### config.mk
export PLATFORM = sky130hd
export DESIGN_NAME = hpdcache_mem_req_read_throttle
export DESIGN_NICKNAME = d
export VERILOG_FILES = /design/src/rtl/hpdcache_mem_req_read_throttle.sv
export SDC_FILE = /design/constraint.sdc
export NUM_CORES = 1
export LEC_CHECK = 0
export CORE_MARGIN = 1.5
export CORE_UTILIZATION = 40
export DETAILED_ROUTE_END_ITERATION = 8
export GPL_TIMING_DRIVEN = 0
export HOLD_SLACK_MARGIN = 0.05
export SLEW_MARGIN = 20
export SYNTH_ARGS = -nofsm -noshare
export SYNTH_HDL_FRONTEND = slang
export SYNTH_SLANG_ARGS = --single-unit
### constraint.sdc
create_clock -name clk_i -period 3 [get_ports clk_i]
set_input_delay 0.6 -clock clk_i [delete_from_list [all_inputs] [get_ports clk_i]]
set_output_delay 0.6 -clock clk_i [all_outputs]
set_load 0.005 [all_outputs]
### src/rtl/hpdcache_mem_req_read_throttle.sv
`default_nettype none
// ============================================================================
//  Module      : hpdcache_mem_req_read_throttle
//  Description : Read-request FIFO placed after the memory read arbiter that
//                caps the number of in-flight reads issued to memory.
//  Revision    : 1.0 - initial release
// ============================================================================
module hpdcache_mem_req_read_throttle #(
    parameter int  DEPTH           = 4,
    parameter int  MAX_OUTSTANDING = 8,
    parameter type hpdcache_mem_req_t = logic
) (
    input  logic                                  clk_i,
    input  logic                                  rst_i,
    input  logic                                  req_valid_i,
    output logic                                  req_ready_o,
    input  hpdcache_mem_req_t                     req_i,
    output logic                                  mem_req_valid_o,
    input  logic                                  mem_req_ready_i,
    output hpdcache_mem_req_t                     mem_req_o,
    input  logic                                  resp_done_i,
    output logic [$clog2(DEPTH+1)-1:0]            fifo_count_o,
    output logic [$clog2(MAX_OUTSTANDING+1)-1:0]  outstanding_o,
    output logic                                  idle_o,
    output logic                                  err_o
);

    localparam int PTR_W = $clog2(DEPTH);
    localparam int CNT_W = $clog2(DEPTH+1);
    localparam int OUT_W = $clog2(MAX_OUTSTANDING+1);

    localparam logic [CNT_W-1:0] DEPTH_C   = CNT_W'(DEPTH);
    localparam logic [OUT_W-1:0] MAX_OUT_C = OUT_W'(MAX_OUTSTANDING);

    hpdcache_mem_req_t  mem_q [DEPTH];

    logic [PTR_W-1:0]   wr_ptr_q, wr_ptr_d;
    logic [PTR_W-1:0]   rd_ptr_q, rd_ptr_d;
    logic [CNT_W-1:0]   cnt_q,    cnt_d;
    logic [OUT_W-1:0]   out_q,    out_d;
    logic               err_q,    err_d;

    logic               push;
    logic               pop;

    // Handshake qualifiers depend only on registered state, never on the
    // incoming valid/ready, so there is no combinational feed-through.
    assign req_ready_o     = (cnt_q < DEPTH_C);
    assign mem_req_valid_o = (cnt_q != '0) && (out_q < MAX_OUT_C);
    assign mem_req_o       = mem_q[rd_ptr_q];

    assign push = req_valid_i & req_ready_o;
    assign pop  = mem_req_valid_o & mem_req_ready_i;

    assign fifo_count_o  = cnt_q;
    assign outstanding_o = out_q;
    assign idle_o        = (cnt_q == '0) && (out_q == '0);
    assign err_o         = err_q;

    always_comb begin
        wr_ptr_d = wr_ptr_q;
        rd_ptr_d = rd_ptr_q;
        cnt_d    = cnt_q;
        out_d    = out_q;
        err_d    = err_q;

        if (push) begin
            wr_ptr_d = wr_ptr_q + PTR_W'(1);
        end
        if (pop) begin
            rd_ptr_d = rd_ptr_q + PTR_W'(1);
        end

        case ({push, pop})
            2'b10:   cnt_d = cnt_q + CNT_W'(1);
            2'b01:   cnt_d = cnt_q - CNT_W'(1);
            default: cnt_d = cnt_q;
        endcase

        // A completion with nothing in flight is a protocol error; the
        // counter saturates at zero instead of wrapping.
        case ({pop, resp_done_i})
            2'b10: out_d = out_q + OUT_W'(1);
            2'b01: begin
                if (out_q == '0) begin
                    err_d = 1'b1;
                end else begin
                    out_d = out_q - OUT_W'(1);
                end
            end
            default: out_d = out_q;
        endcase
    end

    always_ff @(posedge clk_i) begin
        if (rst_i) begin
            wr_ptr_q <= '0;
            rd_ptr_q <= '0;
            cnt_q    <= '0;
            out_q    <= '0;
            err_q    <= 1'b0;
        end else begin
            wr_ptr_q <= wr_ptr_d;
            rd_ptr_q <= rd_ptr_d;
            cnt_q    <= cnt_d;
            out_q    <= out_d;
            err_q    <= err_d;
        end
    end

    // Payload storage carries no reset; stale entries are unreachable once
    // the pointers are cleared.
    always_ff @(posedge clk_i) begin
        if (push) begin
            mem_q[wr_ptr_q] <= req_i;
        end
    end

endmodule
`default_nettype wire

==> results.md, run 1 <==
Run status:
- The run finished with clean final reports.

Final layout:
- The count of nets after finishing is 133.
- Summing all multi-input logic gate instances after layout gives 516.7 µm².
- In the layout the commonest cells are sky130_fd_sc_hd__nor2_1 (16), sky130_fd_sc_hd__clkdlybuf4s50_1 (16), sky130_fd_sc_hd__dfxtp_1 (14), sky130_fd_sc_hd__inv_1 (8), sky130_fd_sc_hd__ha_1 (6).
- The antenna diode instance count is 0.
- The sequential cells in the finished layout cover a total of 400.4 µm².
- The signed area change from the synthesized netlist to the final layout is 22.93%.
- The number of filler cells placed in the layout is about 230.
- Of the cells placed in the final design, the portion with a size suffix greater than 1 is a little over a tenth.

Clock network:
- In this run, CTS created clock tree buffers numbering 3.
- CTS placed an instance of sky130_fd_sc_hd__clkbuf_4 at the clock tree root.
- The clock tree from TritonCTS is done.
- The later-pin clock latency in the skew report is around 0.29 ns.
- The number of setup buffers added after CTS is 0.
- The clock sink count is 18.
- After clock tree synthesis, the clock-pin slew on the worst setup and hold paths is 0.10 ns.
- The buffer levels on the longest clock path is 2.
- The number of levels in the clock H-tree is 1.
- The number of gates resized after CTS was 0.
- For this design, the CTS-stage hold fixing added 0 buffers.

Synthesis:
- The post-synthesis compound-gate area fraction is between 5 and 6%.
- When the netlist entered floorplanning its net count stood at about 110.
- Summing the areas of all xor and xnor instances in the mapped netlist gives between 7 and 8% of the synthesized area.
- The gate count of the mapped netlist is 99.
- Summing the sequential cell areas from Yosys gives roughly 41% of the chip area.
- Among all flip-flop cells after synthesis, the most frequent one is sky130_fd_sc_hd__dfxtp_1.
- The mux share of post-synthesis cell area is under 10%.
- The area of the mapped netlist is between 900 and 1000 µm².
- After synthesis, the share of flip-flops with an asynchronous set or reset is 0%.
- The number of distinct standard cells referenced by the synthesized netlist is 33.
- In this run the mean area of a mapped cell was 9.757 µm².
- The synthesized-area fraction occupied by and/or/nand/nor cells is between 20% and 30%.
- The synthesized netlist devotes a little under 10% of its cell area to adder and majority cells.
- In this run, synthesis inferred 4 flip-flops with an integrated enable.
- For this run, the number of Yosys warnings is 0.
- The post-synthesis sequential element count is 18.
- After synthesis, the largest family of logic cells by area is simple AND/OR/NAND/NOR gates.

Route:
- The via count is 709.
- The detailed-router iteration count before antenna repair is 4.
- In this run the remaining antenna-violating nets after routing total 0.
- The number of violations reported at the end of detailed-routing iteration 0 is 15.
- Dividing the detail-routed wire length by the instance count gives roughly 11 µm.
- Summed over all layers, the routed wires come to between 1500 and 2000 µm.
- For this run, design rule violations remaining after detail routing come to 0.
- The average via count per standard cell is 4.823.

Pwr:
- The maximum vdd ir drop is roughly 600 µV.
- The areal power density over the cells is between 900 and 1000 nW/µm².
- For this design the static power due to leakage is 0.4688 nW.

Global route:
- For this run the aggregate overflow at the end of global routing stands at 0.
- The initial antenna violation count is 0.
- The global-route wire length before repair is around 2900 µm.
- The via count of the first global-routing pass is 690.
- The pin count of the biggest net entering global routing is 11.
- Global routing used 14.29% of the available tracks.

STA:
- The final-layout worst hold slack is 0.4787 ns.
- The final count of pins violating max slew is 0.
- The post-route minimum period is between 2 and 2.5 ns.
- Setup repair after global routing left no endpoint under its margin.
- The final number of hold-violating endpoints is 0.
- The clock tree skew after final layout is between 0.003 and 0.004 ns.
- In this run the tightest slew margin relative to its limit is around two thirds.
- Based on the critical path, the design can be clocked at up to between 400 and 500 MHz.
- The setup total negative slack is 0 ns.
- At the pin with the least slew margin, the transition time is about 0.47 ns.
- The final count of negative-setup-slack endpoints is 0.
- The portion of the clock cycle consumed by the worst path in the final layout is about 82%.

Run:
- The reported max-cap violation count is 0.

Die:
- The floorplan die width is 52.14 µm.
- The core outline area is 2255 µm².
- The effective utilization at floorplan is a little over two fifths.
- The total number of placement rows is 17.
- The count of pins on the block boundary is 18.
- The floorplan die area is about 2700 µm².
- The die height is between 50 and 60 µm.

Setup path:
- The largest fanout of any net on the critical path is 8.
- The critical path's largest stage delay is around 0.56 ns.
- The required time reported for the critical path endpoint is 2.40 ns.
- The critical path in this run is classified as reg -> out.
- The worst setup path is captured at a primary output.
- Data arrives at the worst endpoint at between 1.5 and 2 ns.
- The largest individual stage delay along the critical path comes from the cell sky130_fd_sc_hd__or4_4.
- The nature of the critical path startpoint is a register.
- The signal on the critical path passes through or4_4, nor2_1, clkdlybuf4s50_1.

Place:
- The HPWL after detailed placement is around 1300 µm.
- Routability-driven placement finished with a final weighted congestion of around 0.7.
- The count of buffers from port buffering is 16.

Worst hold path:
- In this run the worst hold path is classified as reg -> reg.
-- worst max-delay path, delay by kind of cell (launching register included) --
family | cells | cell delay (ns)
buffers and inverters | 1 | 0.51
DFF | 1 | 0.39
and+or+nand+nor | 2 | 0.68
-- cell usage after synthesis (2+ instances only) --
library cell	instances	share of area [%]
sky130_fd_sc_hd__mux2_4	2	3.1
sky130_fd_sc_hd__and2_1	4	2.6
sky130_fd_sc_hd__ha_1	6	7.8
sky130_fd_sc_hd__edfxtp_1	4	12
sky130_fd_sc_hd__dfxtp_1	14	29
sky130_fd_sc_hd__clkbuf_1	2	0.78
sky130_fd_sc_hd__nand3_1	2	1.0
sky130_fd_sc_hd__a21oi_1	4	2.1
sky130_fd_sc_hd__inv_1	8	3.1
sky130_fd_sc_hd__xnor2_1	5	4.5
sky130_fd_sc_hd__nor3_1	3	1.6
sky130_fd_sc_hd__xor2_1	3	2.7
sky130_fd_sc_hd__nor2_1	16	6.2
sky130_fd_sc_hd__nor2b_1	5	3.2
sky130_fd_sc_hd__nand2_1	2	0.78
sky130_fd_sc_hd__nand2b_1	2	1.3
-- stage by stage --
| stage | power (mW) | cell area [µm²] | instances | util [%] | setup WS (ns) |
|---|---|---|---|---|---|
| after floorplan | 0.8002 | 965.9 | 99 | - | 0.8545 |
| after global placement | 1.031 | 1161 | 143 | 51.50 | 0.3049 |
| after detailed placement | 1.041 | 1161 | 143 | 51.50 | 0.2824 |
| after CTS | 1.170 | 1187 | 147 | 52.66 | 0.5224 |
| after global routing | 1.260 | 1187 | 147 | 52.66 | 0.4416 |
| final | 1.152 | 1187 | 147 | 52.66 | 0.5360 |
-- worst paths after layout --
kind,startpoint,endpoint,slack [ns],cells after the start
min,err_o$_SDFFE_PP0P_,err_o$_SDFFE_PP0P_,0.48,2
max reg2reg,outstanding_o[3]$_SDFFE_PP0P_,fifo_count_o[2]$_SDFFE_PP0P_,0.93,9
max,outstanding_o[2]$_SDFFE_PP0P_,idle_o,0.54,3
min reg2reg,err_o$_SDFFE_PP0P_,err_o$_SDFFE_PP0P_,0.48,2
-- power breakdown --
group          total, mW  internal (mW)  switching [mW]  leakage (nW)
Sequential         0.402          0.322          0.0801         0.151
Clock              0.122         0.0483          0.0740        0.0154
Combinational      0.628          0.374           0.254         0.302
Total               1.15          0.744           0.408         0.469
-- area by class of cell --
type | instances | share of cell area [%]
multi-input combinational | 69 | 43.52
sequential | 18 | 33.72
timing repair buffer | 16 | 13.49
inverter | 9 | 3.056
tap | 28 | 2.950
clock buffer | 3 | 1.897
buffer | 3 | 1.054
clock inverter | 1 | 0.3161
-- cells by family (layout without fill, tap and decap cells) --
logic type               Yosys count  after routing
adder cells (fa/ha/maj)            7              7
AND/OR/NAND/NOR                   40             40
multiplexers                       6              6
AO/OA/AOI/OAI                      8              8
buffers and inverters             12             32
XOR/XNOR                           8              8
flip-flops                        18             18
-- per-layer routing --
| metal | up-vias | global-route usage (%) | wire, µm |
|---|---|---|---|
| met5 | - | 0 | 0 |
| met1 | 320 | 17.90 | 807 |
| met4 | 0 | 6.410 | 12 |
| met3 | 2 | 3.161 | 81 |
| li1 | 369 | - | - |
| met2 | 18 | 23.42 | 733 |
Power figures use the tool's default switching activity.
==> run 2, diff against run 1 <==
==> constraint.sdc (replaced) <==
create_clock -name clk_i -period 2.51 [get_ports clk_i]
set_input_delay 0.502 -clock clk_i [delete_from_list [all_inputs] [get_ports clk_i]]
set_output_delay 0.502 -clock clk_i [all_outputs]
set_load 0.005 [all_outputs]
==> results of run 2 <==
Same layout as run 1 (identical final DEF). Status: finished, final reports clean.
Among the figures that moved: setup slack after placement 0.2824 ns -> -0.1096 ns; setup slack after layout 0.5360 ns -> 0.1440 ns; register-to-register setup slack 0.93 ns -> 0.44 ns; total power 1.152 mW -> 1.377 mW; worst IR drop on VDD 595.2 µV -> 711.4 µV
==> run 3, diff against run 2 <==
--- a/config.mk
+++ b/config.mk
@@ -6,10 +6,11 @@
 export NUM_CORES = 1
 export LEC_CHECK = 0
 export CORE_MARGIN = 1.5
-export CORE_UTILIZATION = 40
+export CORE_UTILIZATION = 50
 export DETAILED_ROUTE_END_ITERATION = 8
 export GPL_TIMING_DRIVEN = 0
 export HOLD_SLACK_MARGIN = 0.05
+export PLACE_DENSITY = 0.77
 export SLEW_MARGIN = 20
 export SYNTH_ARGS = -nofsm -noshare
 export SYNTH_HDL_FRONTEND = slang
==> run 3 against run 2 <==
Power rose by 0.90%. Sequential power rose by 1%. Clock skew barely moved. Critical path depth did not move. Routed wire length fell by 1.5%. First-iteration DRC count fell by 53%. Global-route usage rose by 4.2 points. Sequential share of layout area rose by 0.11 points. Final cell count fell by 2.0%. Combinational power rose by 1%. Critical path type unchanged. Critical endpoint unchanged. Highest routed layer unchanged.
==> results.md, run 3 (synthesis gave the netlist of run 1 again) <==
Run status:
- The flow ran to the end, and the final reports show no timing, DRC or antenna violations.

STA:
- The final count of pins violating max slew is 0 (unchanged).
- The clock tree skew after final layout came to 0.003981 ns (+0.0004313 ns).
- The slew at the pin closest to its max-slew limit is 0.4324 ns (-0.04184 ns).
- The setup total negative slack is 0 ns (unchanged).
- Of the available clock period, the critical path in the final layout requires between 90% and 100%.
- Derived from the worst setup path, the maximum achievable clock frequency is roughly 430 MHz.
- The worst path in the final design needs a cycle of 2.333 ns, including I/O delays and setup.
- The final count of negative-setup-slack endpoints is 0 (unchanged).
- The final number of hold-violating endpoints was 0 (unchanged).
- The worst path meets setup with 0.1766 ns of slack.
- Setup repair after global routing left no endpoint under its margin.
- The max-slew headroom at the worst pin is 71.17% (+2.8 points).

Route:
- The detailed-router iteration count before antenna repair was 4 (unchanged).
- The routed wire length is 1611 µm (-1.5%).
- The via count is 682 (-3.8%).
- The average wire per cell in the routed design is 11.19 µm (+0.58%).
- The average via count per standard cell is 4.736 (-1.8%).
- The number of DRC violations after detailed routing is 0 (unchanged).
- The number of violations reported at the end of detailed-routing iteration 0 was 7 (-8).
- The remaining number of nets flagged by the antenna check after routing was 0 (unchanged).

Run:
- The reported max-cap violation count came to 0 (unchanged).

Clock network:
- The clock sink count is 18 (unchanged).
- The post-cts gate resize count came to 0 (unchanged).
- The number of levels in the clock H-tree was 1 (unchanged).
- The number of buffers created by CTS is 3 (unchanged).
- The buffer levels on the longest clock path is 2 (unchanged).
- The root cell of the clock tree is sky130_fd_sc_hd__clkbuf_4.
- TritonCTS built the clock tree.
- The later-pin clock latency in the skew report was 0.30 ns (about the same).
- The count of hold buffers inserted by post-cts repair is 0 (unchanged).
- The buffers inserted during post-CTS setup optimization is 0 (unchanged).
- The clock-pin slew of the registers on the worst-case setup and hold paths was 0.09 ns (about the same).

Global route:
- The pin count of the biggest net entering global routing was 11 (unchanged).
- The total global routing track utilization came to 18.46% (+4.2 points).
- The global-route wire length before repair is 2766 µm (-3.2%).
- The met2 track utilization from global routing is 27.95% (+4.5 points).
- The initial antenna violation count is 0 (unchanged).
- The met1 track demand over resource in global routing was 23.26% (+5.4 points).
- The via count of the first global-routing pass is 678 (-1.7%).
- The global route total overflow is 0 (unchanged).
- The global routing stage identified its most utilized layer as met2.
- The global routing usage on met3 came to 8.462% (+5.3 points).

Place:
- The count of buffers from port buffering came to 16 (unchanged).
- The total placed instance area was 1157 µm² (-0.32%).
- The final HPWL from detailed placement is 1230 µm (-2.9%).
- The last weighted congestion value of the routability-driven placer is 0.6907 (-4.2%).
- The worst setup slack before clock tree synthesis is -0.1155 ns.

Setup path:
- The nature of the critical path startpoint is a register.
- The worst-case reg-to-reg path depth is 9 (unchanged).
- The origin of the critical flop-to-flop path is outstanding_o[3]$_SDFFE_PP0P_.
- The largest fanout of any net on the critical path is 8 (unchanged).
- The worst setup path is captured at a primary output.
- The register-to-register setup slack is around 0.4 ns.
- In this run the critical register-to-register path is captured at fifo_count_o[2]$_SDFFE_PP0P_.
- The critical path in this run is classified as reg -> out.
- The data arrival at the endpoint of the critical path came to 1.83 ns (-0.03 ns).
- The required time reported for the critical path endpoint is approximately 2 ns.

Pwr:
- VDD sags by at most roughly 650 µV.
- Power spread over the standard cell area amounts to approximately 1200 nW/µm².
- The leakage power of the design is 0.4688 nW (unchanged).

Final layout:
- The final cell utilization of the core is 67.09% (+14 points).
- The count of nets after finishing came to 133 (unchanged).
- The top cell types in the final layout, fill and taps aside, are sky130_fd_sc_hd__nor2_1 (16), sky130_fd_sc_hd__clkdlybuf4s50_1 (16), sky130_fd_sc_hd__dfxtp_1 (14), sky130_fd_sc_hd__inv_1 (8), sky130_fd_sc_hd__ha_1 (6).
- The ratio of cells with drive above 1 in the final layout is 10.92% (unchanged).
- The post-layout instance area is 1184 µm² (-0.32%).
- The number of filler cells placed in the layout is 157 (-31%).
- The signed area change from the synthesized netlist to the final layout is 22.54%.
- The antenna diode instance count was 0 (unchanged).

Worst hold path:
- The worst hold path endpoint is err_o$_SDFFE_PP0P_.
- The worst hold path depth is 2 (unchanged).
- The min-delay analysis places its worst path in the category reg -> reg.
- The source of the worst hold timing path is err_o$_SDFFE_PP0P_.

Die:
- The die height is 46.95 µm (-10%).
- The count of pins on the block boundary is 18 (unchanged).
- The core outline area is 1764 µm² (-22%).
- The total number of placement rows is 15 (-2).
- The effective utilization at floorplan is 54.75% (+12 points).
- The floorplan die area came to 2204 µm² (-19%).
- The floorplan die width was 46.95 µm (-10%).
[run 3: cell counts in the layout (fill, tap and decap cells not counted)]
No cell type changed its count.
[run 3: report_power, final]
group          internal [mW]  leakage, nW  total, mW  switching (mW)
combinational          0.449        0.302      0.758           0.309
clock                 0.0580       0.0154      0.146          0.0883
sequential             0.385        0.151      0.485           0.100
total                  0.892        0.469       1.39           0.497
[run 3: stage by stage]
stage          hold slack, ns  power (mW)  std cells
2_1_floorplan          0.4647      0.9564         99
3_3_place_gp           0.4694       1.220        140
3_5_place_dp           0.4829       1.247        140
4_1_cts                0.5105       1.401        144
5_1_grt                0.5514       1.504        144
6_report               0.5079       1.389        144
[run 3: final cells by class]
type,instances,area [µm²],area share [%]
Buffer,3,12.51,1.057
Clock buffer,3,22.52,1.903
Clock inverter,1,3.754,0.3171
Inverter,9,36.28,3.066
Multi-Input combinational cell,69,516.7,43.66
Sequential cell,18,400.4,33.83
Tap cell,25,31.28,2.643
Timing Repair Buffer,16,160.2,13.53
[run 3: worst max-delay path by stage]
stage	endpoint	slack (ns)	cells past startpoint	from
CTS	idle_o	0.16	3	outstanding_o[0]$_SDFFE_PP0P_
global route	idle_o	0.09	3	outstanding_o[0]$_SDFFE_PP0P_
floorplan	fifo_count_o[2]$_SDFFE_PP0P_	0.46	9	req_valid_i
finish	idle_o	0.18	3	outstanding_o[0]$_SDFFE_PP0P_
global placement	fifo_count_o[2]$_SDFFE_PP0P_	-0.08	10	mem_req_ready_i
detailed placement	fifo_count_o[2]$_SDFFE_PP0P_	-0.12	10	mem_req_ready_i
[run 3: routing by layer]
metal	share of wire (%)	vias up
met1	51	298
li1	-	366
met5	0	-
met2	43	14
met4	1.8	0
met3	4.9	4
[run 3: worst max-delay path: stages, from the launching register on]
cell	delay, ns
sky130_fd_sc_hd__dfxtp_1	0.40
sky130_fd_sc_hd__or4_4	0.54
sky130_fd_sc_hd__nor2_1	0.10
sky130_fd_sc_hd__clkdlybuf4s50_1	0.50
